===== src/rtl/hrfp_mult_issue_pkg.sv =====
// Shared definitions for the HRFP multiplier issue/collect front end.
// Holds the format width, the default pipeline latency and a small sizing
// helper used by the FIFO and the top level.
package hrfp_mult_issue_pkg;

  // Most significant bit index of an HRFP word.
  localparam int HRFP_MSBBIT       = 31;
  localparam int HRFP_WIDTH        = HRFP_MSBBIT + 1;
  // Total wrapper + mult latency, from operand register update to result.
  localparam int HRFP_MULT_LATENCY = 10;

  // Pointer width for a DEPTH-entry buffer; a single entry still needs one bit.
  function automatic int ptr_width(input int depth);
    return (depth > 1) ? $clog2(depth) : 1;
  endfunction

endpackage


===== src/rtl/hrfp_mult_issue_if.sv =====
// Handshake bundle between the issue front end, its upstream/downstream
// users and the multiplier pipeline.
//   in_valid/in_ready/in_a/in_b : operand stream into the front end
//   out_valid/out_ready/out_data: result stream out of the front end
//   pipe_op_a/pipe_op_b         : registered operands to the pipeline
//   pipe_result                 : pipeline product
// slave  = front end view, master = environment (source, sink, pipeline).
interface hrfp_mult_issue_if
  import hrfp_mult_issue_pkg::*;
#(
  parameter int WIDTH = HRFP_WIDTH
);
  logic             in_valid;
  logic             in_ready;
  logic [WIDTH-1:0] in_a;
  logic [WIDTH-1:0] in_b;
  logic             out_valid;
  logic             out_ready;
  logic [WIDTH-1:0] out_data;
  logic [WIDTH-1:0] pipe_op_a;
  logic [WIDTH-1:0] pipe_op_b;
  logic [WIDTH-1:0] pipe_result;

  modport slave (
    input  in_valid, in_a, in_b, out_ready, pipe_result,
    output in_ready, out_valid, out_data, pipe_op_a, pipe_op_b
  );

  modport master (
    output in_valid, in_a, in_b, out_ready, pipe_result,
    input  in_ready, out_valid, out_data, pipe_op_a, pipe_op_b
  );
endinterface


===== src/rtl/hrfp_sync_fifo.sv =====
// Single-clock FIFO, asynchronous active-high reset.
//   wr_en/wr_data : push (dropped when full unless a pop happens the same cycle)
//   rd_en/rd_data : pop of the head; rd_data reads 0 while empty
//   count         : number of stored entries
//   full/empty    : occupancy flags
module hrfp_sync_fifo
  import hrfp_mult_issue_pkg::*;
#(
  parameter  int WIDTH = HRFP_WIDTH,
  parameter  int DEPTH = 16,
  localparam int PW    = ptr_width(DEPTH),
  localparam int CW    = $clog2(DEPTH) + 1
) (
  input  logic             clk,
  input  logic             rst,
  input  logic             wr_en,
  input  logic [WIDTH-1:0] wr_data,
  input  logic             rd_en,
  output logic [WIDTH-1:0] rd_data,
  output logic [CW-1:0]    count,
  output logic             full,
  output logic             empty
);

  logic [WIDTH-1:0] mem_r [DEPTH];
  logic [PW-1:0]    wr_ptr_r;
  logic [PW-1:0]    rd_ptr_r;
  logic [CW-1:0]    count_r;
  logic             do_wr_s;
  logic             do_rd_s;

  // Pointers wrap modulo DEPTH, which also covers non-power-of-2 pointer spans.
  function automatic logic [PW-1:0] ptr_next(input logic [PW-1:0] p);
    if (p == PW'(DEPTH - 1)) begin
      return {PW{1'b0}};
    end else begin
      return p + PW'(1);
    end
  endfunction

  // Occupancy flags and qualified push/pop; a simultaneous push+pop is legal
  // at both the full and the empty boundary and moves both pointers.
  always_comb begin
    full    = (count_r == CW'(DEPTH));
    empty   = (count_r == {CW{1'b0}});
    count   = count_r;
    do_wr_s = wr_en && (!full  || rd_en);
    do_rd_s = rd_en && (!empty || wr_en);
  end

  // Head of queue; forced to zero while nothing is stored.
  always_comb begin
    if (empty) begin
      rd_data = {WIDTH{1'b0}};
    end else begin
      rd_data = mem_r[rd_ptr_r];
    end
  end

  // Storage array; contents need no reset because empty masks them.
  always_ff @(posedge clk) begin
    if (do_wr_s) begin
      mem_r[wr_ptr_r] <= wr_data;
    end
  end

  // Pointer and count bookkeeping.
  always_ff @(posedge clk or posedge rst) begin
    if (rst) begin
      wr_ptr_r <= {PW{1'b0}};
      rd_ptr_r <= {PW{1'b0}};
      count_r  <= {CW{1'b0}};
    end else begin
      if (do_wr_s) begin
        wr_ptr_r <= ptr_next(wr_ptr_r);
      end
      if (do_rd_s) begin
        rd_ptr_r <= ptr_next(rd_ptr_r);
      end
      count_r <= count_r + CW'(do_wr_s) - CW'(do_rd_s);
    end
  end

endmodule


===== src/rtl/hrfp_mult_issue.sv =====
// Issue/collect front end for the fixed-latency, non-stallable HRFP
// multiplier pipeline.
//   clk, rst  : clock and asynchronous active-high reset
//   bus       : operand stream in, result stream out, pipeline operands/result
//   overflow  : sticky flag, set if a result ever finds the FIFO full
// A pair is issued only when a FIFO slot is reserved for its result, so
// downstream backpressure can never cost a pipeline result.
module hrfp_mult_issue
  import hrfp_mult_issue_pkg::*;
#(
  parameter int WIDTH   = HRFP_WIDTH,
  parameter int LATENCY = HRFP_MULT_LATENCY,
  parameter int DEPTH   = 16
) (
  input  logic                     clk,
  input  logic                     rst,
  hrfp_mult_issue_if.slave         bus,
  output logic                     overflow
);

  localparam int CW = $clog2(DEPTH) + 1;

  logic [LATENCY-1:0] valid_sr_r;
  logic               wr_pend_r;
  logic [CW-1:0]      inflight_r;
  logic [CW-1:0]      occupancy_s;
  logic [CW:0]        credit_s;
  logic               accept_s;
  logic               pop_s;
  logic               fifo_full_s;
  logic               fifo_empty_s;
  logic [WIDTH-1:0]   pipe_op_a_r;
  logic [WIDTH-1:0]   pipe_op_b_r;
  logic               overflow_r;

  // Credit check uses registered state only, so in_ready never follows
  // in_valid or a same-cycle pop.
  always_comb begin
    credit_s     = {1'b0, inflight_r} + {1'b0, occupancy_s};
    bus.in_ready = (credit_s < (CW + 1)'(DEPTH));
    accept_s     = bus.in_valid && bus.in_ready;
    bus.out_valid = !fifo_empty_s;
    pop_s        = bus.out_valid && bus.out_ready;
    bus.pipe_op_a = pipe_op_a_r;
    bus.pipe_op_b = pipe_op_b_r;
    overflow     = overflow_r;
  end

  // Operand registers, valid tracking and credit counter. wr_pend_r is the
  // extra stage between "last valid stage set" and the edge at which the
  // product is actually present on pipe_result.
  always_ff @(posedge clk or posedge rst) begin
    if (rst) begin
      pipe_op_a_r <= {WIDTH{1'b0}};
      pipe_op_b_r <= {WIDTH{1'b0}};
      valid_sr_r  <= {LATENCY{1'b0}};
      wr_pend_r   <= 1'b0;
      inflight_r  <= {CW{1'b0}};
    end else begin
      if (accept_s) begin
        pipe_op_a_r <= bus.in_a;
        pipe_op_b_r <= bus.in_b;
      end
      valid_sr_r <= LATENCY'({valid_sr_r, accept_s});
      wr_pend_r  <= valid_sr_r[LATENCY-1];
      inflight_r <= inflight_r + CW'(accept_s) - CW'(wr_pend_r);
    end
  end

  // Sticky error: a result arriving with no room; the FIFO drops it itself.
  always_ff @(posedge clk or posedge rst) begin
    if (rst) begin
      overflow_r <= 1'b0;
    end else if (wr_pend_r && fifo_full_s && !pop_s) begin
      overflow_r <= 1'b1;
    end
  end

  hrfp_sync_fifo #(
    .WIDTH (WIDTH),
    .DEPTH (DEPTH)
  ) u_fifo (
    .clk     (clk),
    .rst     (rst),
    .wr_en   (wr_pend_r),
    .wr_data (bus.pipe_result),
    .rd_en   (pop_s),
    .rd_data (bus.out_data),
    .count   (occupancy_s),
    .full    (fifo_full_s),
    .empty   (fifo_empty_s)
  );

endmodule


===== src/flat_wrapper.sv =====
// flat-port wrapper written by rule: the top's interface ports become plain ports
module hrfp_mult_issue_flat import hrfp_mult_issue_pkg::*;
#(
  parameter int WIDTH   = HRFP_WIDTH,
  parameter int LATENCY = HRFP_MULT_LATENCY,
  parameter int DEPTH   = 16
)
  (clk, rst, overflow, bus_in_valid, bus_in_a, bus_in_b, bus_out_ready, bus_pipe_result, bus_in_ready, bus_out_valid, bus_out_data, bus_pipe_op_a, bus_pipe_op_b);
  hrfp_mult_issue_if #(.WIDTH(WIDTH)) bus_i ();
  input  logic clk;
  input  logic rst;
  output logic overflow;
  input wire logic [$bits(bus_i.in_valid)-1:0] bus_in_valid;
  input wire logic [$bits(bus_i.in_a)-1:0] bus_in_a;
  input wire logic [$bits(bus_i.in_b)-1:0] bus_in_b;
  input wire logic [$bits(bus_i.out_ready)-1:0] bus_out_ready;
  input wire logic [$bits(bus_i.pipe_result)-1:0] bus_pipe_result;
  output wire logic [$bits(bus_i.in_ready)-1:0] bus_in_ready;
  output wire logic [$bits(bus_i.out_valid)-1:0] bus_out_valid;
  output wire logic [$bits(bus_i.out_data)-1:0] bus_out_data;
  output wire logic [$bits(bus_i.pipe_op_a)-1:0] bus_pipe_op_a;
  output wire logic [$bits(bus_i.pipe_op_b)-1:0] bus_pipe_op_b;
  assign bus_i.in_valid = bus_in_valid;
  assign bus_i.in_a = bus_in_a;
  assign bus_i.in_b = bus_in_b;
  assign bus_i.out_ready = bus_out_ready;
  assign bus_i.pipe_result = bus_pipe_result;
  assign bus_in_ready = bus_i.in_ready;
  assign bus_out_valid = bus_i.out_valid;
  assign bus_out_data = bus_i.out_data;
  assign bus_pipe_op_a = bus_i.pipe_op_a;
  assign bus_pipe_op_b = bus_i.pipe_op_b;
  hrfp_mult_issue #(.WIDTH(WIDTH), .LATENCY(LATENCY), .DEPTH(DEPTH)) u_core (.clk(clk), .rst(rst), .bus(bus_i), .overflow(overflow));
endmodule

===== config.mk =====
export PLATFORM = sky130hd
export DESIGN_NAME = hrfp_mult_issue_flat
export DESIGN_NICKNAME = d
export VERILOG_FILES = /design/src/rtl/hrfp_mult_issue_pkg.sv /design/src/rtl/hrfp_mult_issue_if.sv /design/src/rtl/hrfp_sync_fifo.sv /design/src/rtl/hrfp_mult_issue.sv /design/src/flat_wrapper.sv
export SDC_FILE = /design/constraint.sdc
export NUM_CORES = 1
export LEC_CHECK = 0
export ABC_AREA = 0
export BUFFER_PORTS_ARGS = -buffer_cell sky130_fd_sc_hd__buf_2
export CORE_MARGIN = 1.5
export CORE_UTILIZATION = 29
export CTS_BUF_LIST = sky130_fd_sc_hd__clkbuf_8
export DETAILED_ROUTE_END_ITERATION = 12
export GPL_TIMING_DRIVEN = 0
export PLACE_DENSITY = 0.5
export SYNTH_ARGS = -nofsm -noshare
export SYNTH_HDL_FRONTEND = slang
export SYNTH_SLANG_ARGS = --single-unit

===== constraint.sdc =====
create_clock -name clk -period 5.7 [get_ports clk]
set_input_delay 0.57 -clock clk [delete_from_list [all_inputs] [get_ports clk]]
set_output_delay 0.57 -clock clk [all_outputs]
set_load 0.03 [all_outputs]

; ---- Yosys cells after proc, flatten, opt, wreduce, memory -nomap -nowiden
; Memory sizes are Yosys's and may differ from the RTL's.
; Cells that the tools add are included.
[totals]
ram_bits = 512
inputBits = 100
elab_cells = 38
ff_bits = 94
output_inout_bits = 99
memories = 1
[classes]
muxes = 5
eq_ne = 3
n_lt_le_gt_ge = 1
reduce_logical = 12
add_sub_neg = 7
[memory_table]
columns = memory, words, word_bits, read_ports, rd_ports_with_merged_regs, wr, line_no
row1 = u_core.u_fifo.mem_r, 16, 32, 1, 0, 1, hrfp_sync_fifo.sv:25  ; logic [WIDTH-1:0] mem_r [DEPTH];
[op_table]
columns = op, n
row1 = 2-to-1 mux 32 bit, 1
row2 = adder 5 x 1 -> 5 bit, 2
row3 = subtractor 5 x 1 -> 5 bit, 2
row4 = adder 4 x 1 -> 4 bit (second input constant), 2
row5 = == test 4 bit (second input constant), 2
row6 = 2-to-1 mux 4 bit, 2
row7 = adder 5 x 5 -> 6 bit, 1
row8 = logical AND 1 bit, 6
row9 = less-than comparator 6 x 5 -> 1 bit (second input constant), 1
row10 = == test 5 bit (second input constant), 1
row11 = zero test 5 bit, 1
row12 = zero test 1 bit, 3
row13 = logical OR 1 bit, 2
row14 = 2-to-1 mux 1 bit, 2

; ---- Logic depth before layout (Yosys ltp)
; Gate-level depths: netlist of run 1.
[logic_depth]
word_depth = 7
depth_mapped = 15
ltp_nobuf = 15

; ---- By module
; Synthesis of run 1 repeated with hierarchy kept, for this count alone.
[unflattened]
hier_cells = 1605
area_unflattened_um2 = 26279.0
[by_module_without_submodules]
columns = module, n_inst, seq_area_each_um2, area_per_inst_um2, cells_each
row1 = hrfp_sync_fifo, 1, 15700.1, 20337.0, 911
row2 = hrfp_mult_issue, 1, 2026.9, 5941.9, 694

; ---- Least setup slack after synthesis of run 1
; Ideal clock, no wire load.
[synth_path]
kind = register to register
start = register u_core.u_fifo.count_r[2], in the netlist u_core.u_fifo.count[2]
end = memory u_core.u_fifo.mem_r[0][0] (netlist bit), enable pin
arrival_time_ns = 3.458
synth_period_minus_slack_ns = 3.919
setup_slack_ns = 1.781
t_required_ns = 5.239
setup_time_ns = 0.461
path_buffers = 1
stages_incl_launch_ff = 8
path_cell_list = dfrtp_1 > inv_1 > ha_1 > nand4bb_1 > o21a_1 > clkbuf_1 > nand2_1 > nor3_1
[synth_via]
elab_chain_cells = 7
word_cells_on_any_way = 9
classes_between = eq/ne (1) / mux (2) / reduce/logical (6)
[synth_lines]
columns = item, line_no
row1 = start: declaration, hrfp_sync_fifo.sv:28  ; logic [CW-1:0] count_r;
row2 = start signal: assignment, hrfp_sync_fifo.sv:72  ; count_r <= {CW{1'b0}};
row3 = start signal: assignment, hrfp_sync_fifo.sv:80  ; count_r <= count_r + CW'(do_wr_s) - CW'(do_rd_s);
row4 = zero test 5 bit, hrfp_sync_fifo.sv:45  ; empty = (count_r == {CW{1'b0}});
row5 = zero test 1 bit, hrfp_mult_issue.sv:42  ; bus.out_valid = !fifo_empty_s;
row6 = logical AND 1 bit, hrfp_mult_issue.sv:43  ; pop_s = bus.out_valid && bus.out_ready;
row7 = logical OR 1 bit *, hrfp_sync_fifo.sv:47  ; do_wr_s = wr_en && (!full || rd_en);
row8 = logical AND 1 bit *, hrfp_sync_fifo.sv:47
row9 = 2-to-1 mux 1 bit *, hrfp_sync_fifo.sv:62  ; if (do_wr_s) begin
row10 = 2-to-1 mux 1 bit (implied by the code) *, hrfp_sync_fifo.sv:63  ; mem_r[wr_ptr_r] <= wr_data;
row11 = end: declaration, hrfp_sync_fifo.sv:25
; Every way passes the cells marked *; elsewhere a longest branch is shown, timed or not.

; ---- Worst setup path in the final report of run 1
[layout_path]
start = register u_core.u_fifo.count_r[2], in the netlist u_core.u_fifo.count[2]
end = output bus_out_data[7]
[layout_via]
elab_chain_cells = 2
[layout_lines]
columns = item, line_no
row1 = zero test 5 bit, hrfp_sync_fifo.sv:45
row2 = 2-to-1 mux 32 bit, hrfp_sync_fifo.sv:53  ; if (empty) begin
row3 = end: declaration, flat_wrapper.sv:20  ; output wire logic [$bits(bus_i.out_data)-1:0] bus_out_data;
; No other way between the ends.

==> run metrics, run 1 <==
Seq/Total Area, Yosys=76.8%; CP startpoint kind=flop; Comb power frac=35.4%; Worst VDD drop=0.000323 V; Syn-to-layout area delta=20.4%; Initial Util=29.3%; initial antenna violation count=4; leak pwr=9.80 nW; Pins Over Slew Limit=0; HPWL Detailed=35,400 um; Final #Nets=1,527; pwr/cell area=498 nW/um^2; crit-path cells=inv_1 -> ha_1 -> nor4b_4 -> nor3b_1 -> clkbuf_1 -> a22oi_1 -> nand2_1 -> buf_2; slowest stage delay, CP=0.68 ns; wire per inst=21.3 um; Resize count post-CTS=0; cells on worst reg2reg path=10; Top-Level Pins=199; Reg area=17,700 um^2; Flop pwr share=39.5%; layout cells sized above 1=39.8%; Clk pwr share=25.2%; Post-DRT Antenna Nets=0; core box area=78,900 um^2; pin count of the biggest net entering global routing=60; RSZ-0062 raised after global routing=no; crit path kind=reg2out; final WL=54,100 um; DRC viols=0; Placement Setup Slack=2.32 ns; hold crit path type=in2reg; post-synth top area share=66.6%; syn_area_per_cell=21.6 um^2; GP Congestion=0.721; Crit path required time=5.13 ns; CTS tree=done; Fin Hold WS=0.0814 ns; final hold vios=0; port bufs=198; YS warnings=0; total grt overflow=0; CTS Buffer Depth=3; First-pass DRT Iterations=4; Die H=285 um; Syn Nets=1,193; footprint of the multi-input gates=5070 um^2; largest fanout on the critical path=10; clk slew on worst S/H paths=0.06 ns; TNS Setup=0 ns; Post-Layout Cell Count=2,535; CP endpoint kind=primary output; worst skew pair latency=0.72 ns; Least-Margin Pin Slew=0.955 ns; Starting DRT DRC Count=700; number of global-route vias before repair=12.6k; total CTS buffers=102; Hold Crit Depth=2; slack of the critical path=1.60 ns; DR vias/cell=4.55; clock skew=0.0604 ns; Die W=285 um; Rel. slew slack=36.3%; FMAX=244 MHz; post-synthesis cell area=23,100 um^2; hold_buf cts=3; leading post-synthesis cells by cell area=edfxtp_1 (67%), mux4_2 (12%), dfrtp_1 (10%); buffer count from post-CTS setup fixing=0; Finish-stage setup viols=0; clk sinks=606; # fillers=7,432; P_sw=4.94 mW; final worst path period need=4.10 ns; dpl cells=2,348; Cell variety after synth=36; Yosys top cell by area=edfxtp_1; root buf cell=clkbuf_8; DR vias=11.5k; status=finished clean; max_cap viols=0; Int Pwr=8.90 mW; Core Rows=103; die area=81,300 um^2; Worst Path Arrival=3.53 ns; CP max-delay cell=clkbuf_1; synthesis-stage register bit count=606; final period utilization=72.0%; cells after synthesis=1,071; global-route wire length before repair=80,600 um; H-tree levels=3; GR Util All Layers=13.4%; sw frac=35.7%; Design Power=13.8 mW
[through the flow]
step	instance area, um^2	util (%)
2_1_floorplan	23100	-
3_3_place_gp	25400	32.2
3_5_place_dp	25900	32.9
4_1_cts	27800	35.2
5_1_grt	27800	35.2
6_report	27800	35.2
[area by class of cell]
class / instances / area share (%)
Antenna cell: 1 / 0.00900
Buffer: 54 / 1.09
Clock buffer: 107 / 5.30
Clock inverter: 76 / 1.24
Inverter: 24 / 0.333
Multi-Input combinational cell: 387 / 18.2
Sequential cell: 606 / 63.8
Tap cell: 1050 / 4.73
Timing Repair Buffer: 230 / 5.28
[final timing paths]
path / startpoint / slack (ns) / to
min in group asynchronous: rst / 0.43 / u_core.bus.pipe_op_a[26]
max in group asynchronous: rst / 4.57 / u_core.u_fifo.rd_ptr_r[3]
worst max register to register: u_core.u_fifo.count[2] / 2.43 / u_core.u_fifo.mem_r[1][15]
worst min-delay path: bus_in_a[31] / 0.08 / u_core.bus.pipe_op_a[31]
worst max-delay path: u_core.u_fifo.count[2] / 1.60 / bus_out_data[7]
worst min register to register: u_core.valid_sr_r[4] / 0.35 / u_core.valid_sr_r[5]
[power groups by stage]
stage	logic [mW]	clock network, mW	registers, mW
after global routing	5.31	3.80	5.52
after detailed placement	5.03	0	5.55
after CTS	5.04	3.61	5.47
after floorplan	2.94	0	6.00
after global placement	4.93	0	5.55
final	4.89	3.48	5.47
[layer usage]
layer | up-vias | GRT usage, % | part of all wire, %
li1 | 5058 | - | -
met1 | 5985 | 17.4 | 43
met2 | 384 | 21.6 | 48
met3 | 100 | 3.94 | 6.9
met4 | 6 | 4.25 | 2.3
met5 | - | 0 | 0.065
[logic make-up after synthesis]
logic type	after synthesis	share of synthesized area, %
compound gates	85	2.68
buf+inv	78	1.71
simple gates	78	1.57
xor+xnor	10	0.379
fa+ha+maj	22	1.26
mux	192	15.6
flops	606	76.8
[registers in the layout (all words and copies together), names as in the netlist]
name and count:
u_core.u_fifo.mem_r 512, u_core.bus.pipe_op_a 32, u_core.bus.pipe_op_b 32, u_core.valid_sr_r 10, u_core.inflight_r 5, u_core.u_fifo.count 5
u_core.u_fifo.rd_ptr_r 4, u_core.u_fifo.wr_ptr_r 4, u_core.overflow 1, u_core.wr_pend_r 1
[critical path: cells and delay by family, from the launching register on]
kind / cells / cell delay (ns)
compound gates: 1 / 0.28
simple gates: 3 / 0.96
buf+inv: 3 / 0.97
flops: 1 / 0.39
fa+ha+maj: 1 / 0.21
[cell usage in the layout (no fill, tap or decap), drive strengths merged, types with 2 or more instances in the layout]
cell type,netlist,final
a21o,8,8
a21oi,4,4
a22oi,64,64
buf,34,261
clkbuf,20,127
clkinv,0,33
dfrtp,94,94
dlygate4sd3,0,3
edfxtp,512,512
fa,2,2
ha,20,20
inv,24,67
mux2,64,64
mux4,128,128
nand2,44,44
nand2b,2,2
nand3,4,4
nor2,13,13
nor3,7,7
nor3b,2,2
o21ai,5,5
xnor2,8,8
xor2,2,2
[cells in the mapped netlist (all sizes together)]
cell type  instances
fa                 2
edfxtp           512
xnor2              8
clkbuf            20
ha                20
nand4bb            1
mux2              64
o21bai             1
o21ai              5
nand2b             2
dfrtp             94
nor3               7
nand4b             1
a21o               8
xor2               2
o21a               1
inv               24
nor4b              1
and3               1
a311oi             1
and2               1
buf               34
a22o               1
a21oi              4
nor3b              2
nor2              13
nand3              4
a22oi             64
nand2             44
and4               1
mux4             128
Note: power is estimated with default switching activity, not from simulation.
==> inputs of run 2 (changes only) <==
--- a/config.mk
+++ b/config.mk
@@ -12,7 +12,7 @@
 export CTS_BUF_LIST = sky130_fd_sc_hd__clkbuf_8
 export DETAILED_ROUTE_END_ITERATION = 12
 export GPL_TIMING_DRIVEN = 0
-export PLACE_DENSITY = 0.5
+export PLACE_DENSITY = 0.51
 export SYNTH_ARGS = -nofsm -noshare
 export SYNTH_HDL_FRONTEND = slang
 export SYNTH_SLANG_ARGS = --single-unit
==> constraint.sdc (replaced) <==
create_clock -name clk -period 3.3 [get_ports clk]
set_input_delay 0.33 -clock clk [delete_from_list [all_inputs] [get_ports clk]]
set_output_delay 0.33 -clock clk [all_outputs]
set_load 0.03 [all_outputs]
==> run metrics, run 2 (same netlist as run 1, synthesis figures left out) <==
status=finished clean; pin count of the biggest net entering global routing=58 (-3.3%); Die W=285 um (unchanged); DRC viols=0 (unchanged); launch point of the worst path=u_core.u_fifo.rd_ptr_r[0]; Initial Util=29.3% (unchanged); met2 WL=27,500 um (+6.0%); Levels on crit path=7 (-1); leading cell type in the layout, fill and taps excluded=edfxtp_1; CTS Buffer Depth=3 (unchanged); CP endpoint kind=primary output; Crit path required time=2.97 ns (-2.16 ns); Fin Hold WS=0.245 ns (+0.164 ns); RSZ-0062 raised after global routing=yes; global-route wire length before repair=82,400 um (+2.1%); Least-Margin Pin Slew=0.798 ns (-0.157 ns); H-tree levels=3 (unchanged); max FFs per register=512 (unchanged); crit path kind=reg2out; Die H=285 um (unchanged); crit-path cells=buf_2 -> buf_6 -> buf_4 -> mux4_2 -> a22oi_1 -> nand2_1 -> buf_2; clock skew=0.0416 ns (-0.0189 ns); Final #Nets=1,618 (+6.0%); Worst Path Arrival=2.83 ns (-0.70 ns); total grt overflow=0 (unchanged); M1 WL=22,900 um (-0.77%); cell family with most CP delay=buffers and inverters; port bufs=198 (unchanged); Starting DRT DRC Count=737 (+5.3%); Pins Over Slew Limit=0 (unchanged); Core Rows=103 (unchanged); CP startpoint kind=flop; final worst path period need=3.16 ns; max_cap viols=0 (unchanged); CP most frequent cell=buf_2; worst skew pair latency=0.71 ns (about the same); FMAX=316 MHz; First-pass DRT Iterations=5 (+1); wire per inst=20.8 um (-2.3%); CTS tree=done; core box area=78,900 um^2 (unchanged); Finish-stage setup viols=0 (unchanged); most frequent cells in the layout=edfxtp_1 (512), buf_2 (209), mux4_2 (128); GP Congestion=0.710 (-1.5%); die area=81,300 um^2 (unchanged); reg2reg start=u_core.u_fifo.count[3]; GR Util All Layers=13.6% (+0.18 points); Post-Layout Cell Count=2,629 (+3.7%); DR vias=11.9k (+3.4%); Syn-to-layout area delta=26.2%; leak pwr=10.3 nW (+5.2%); Rel. slew slack=46.6% (+10 points); cells on worst reg2reg path=9 (-1); HPWL Detailed=35,100 um (-0.92%); final hold vios=0 (unchanged); slowest stage delay, CP=0.53 ns (-0.15 ns); antenna cells=0 (-1); number of global-route vias before repair=13.1k (+4.0%); met3 wire length=3090 um (-17%); largest fanout on the critical path=10 (unchanged); final period utilization=95.8%; final WL=54,800 um (+1.3%); highest routed metal layer=met5; pwr/cell area=846 nW/um^2 (+70%); hold crit path type=in2async; layout cells sized above 1=39.8% (+0.078 points); initial antenna violation count=1 (-3); Largest Register=u_core.u_fifo.mem_r; DR vias/cell=4.54 (-0.28%); Worst VDD drop=0.000556 V (+72%); Top-Level Pins=199 (unchanged); clk slew on worst S/H paths=0.06 ns (about the same); root buf cell=clkbuf_8; CP max-delay cell=mux4_2; total CTS buffers=100 (-2.0%); dpl cells=2,342 (-0.26%); clk sinks=606 (unchanged); Buf+Inv Stages, Crit Path=4 (+1); Post-DRT Antenna Nets=0 (unchanged)
run 2: changes by cell type in the layout (fill, tap and decap cells not counted), moves of 9 or more:
cell | before | now
dlygate4sd3_1 | 3 | 98
clkbuf_1 | 20 | 3
a22oi_1 | 64 | 50
a22oi_2 | 0 | 14
buf_6 | 24 | 13
buf_4 | 6 | 15
run 2: repair_timing:
| item | CTS | global route |
|---|---|---|
| buffers inserted | 3 | 2 |
| endpoints found under the setup margin | 32 | 40 |
| hold buffers | 98 | 0 |
| endpoints found under the hold margin | 614 | 0 |
| pin swaps | 1 | 3 |
| gates resized for setup | 52 | 34 |
run 2: layer usage:
| metal | track usage (%) | up-vias |
|---|---|---|
| li1 | - | 5249 |
| met1 | 17.1 | 6228 |
| met2 | 22.9 | 352 |
| met3 | 3.28 | 96 |
| met4 | 4.40 | 2 |
| met5 | 0 | - |
run 2: power breakdown:
| group | total [mW] | leakage (nW) | internal [mW] | switching, mW |
|---|---|---|---|---|
| Combinational | 8.91 | 3.48 | 3.60 | 5.31 |
| Clock | 6.29 | 1.09 | 3.26 | 3.03 |
| Sequential | 9.44 | 5.74 | 9.08 | 0.363 |
run 2: area by class of cell:
cell class / count / area, um^2
fillers: 7393 / 49700
flip-flops and latches: 606 / 17700
multi-input cells: 387 / 5210
repair buffers: 324 / 2480
clock buffers: 104 / 1430
well taps: 1050 / 1310
clock inverters: 81 / 480
plain buffers: 53 / 393
inverters: 24 / 92.6
run 2: worst reg2reg max path, cell delays in order, from the launching register on:
cell	delay [ns]
dfrtp_1	0.38
inv_1	0.08
ha_1	0.19
nand4bb_1	0.14
o21a_1	0.16
clkbuf_1	0.31
nand2_1	0.31
nor3_4	0.69
buf_8	0.28
buf_8	0.19
run 2: path summary, 6_finish.rpt:
check                                              to  slack, ns
min in group clk             u_core.bus.pipe_op_a[11]       0.33
hold / removal                u_core.bus.pipe_op_a[5]       0.25
max in group asynchronous      u_core.u_fifo.count[3]       2.39
hold reg to reg                  u_core.valid_sr_r[4]       0.35
setup / recovery                     bus_out_data[28]       0.14
setup reg to reg           u_core.u_fifo.mem_r[2][24]       0.27
run 2: stage by stage:
| step | cell area, um^2 | util, % | setup TNS [ns] | worst slack [ns] | total power, mW |
|---|---|---|---|---|---|
| after global placement | 25400 | 32.2 | -822.28 | -1.86 | 18.1 |
| after CTS | 29000 | 36.8 | -0.417 | -0.0668 | 24.9 |
| after global routing | 29100 | 36.9 | -0.114 | -0.0265 | 25.9 |
| after detailed placement | 26000 | 32.9 | -0.214 | -0.0735 | 18.3 |
| final | 29100 | 36.9 | 0 | 0.139 | 24.6 |
| after floorplan | 23100 | - | 0 | 0.236 | 15.4 |
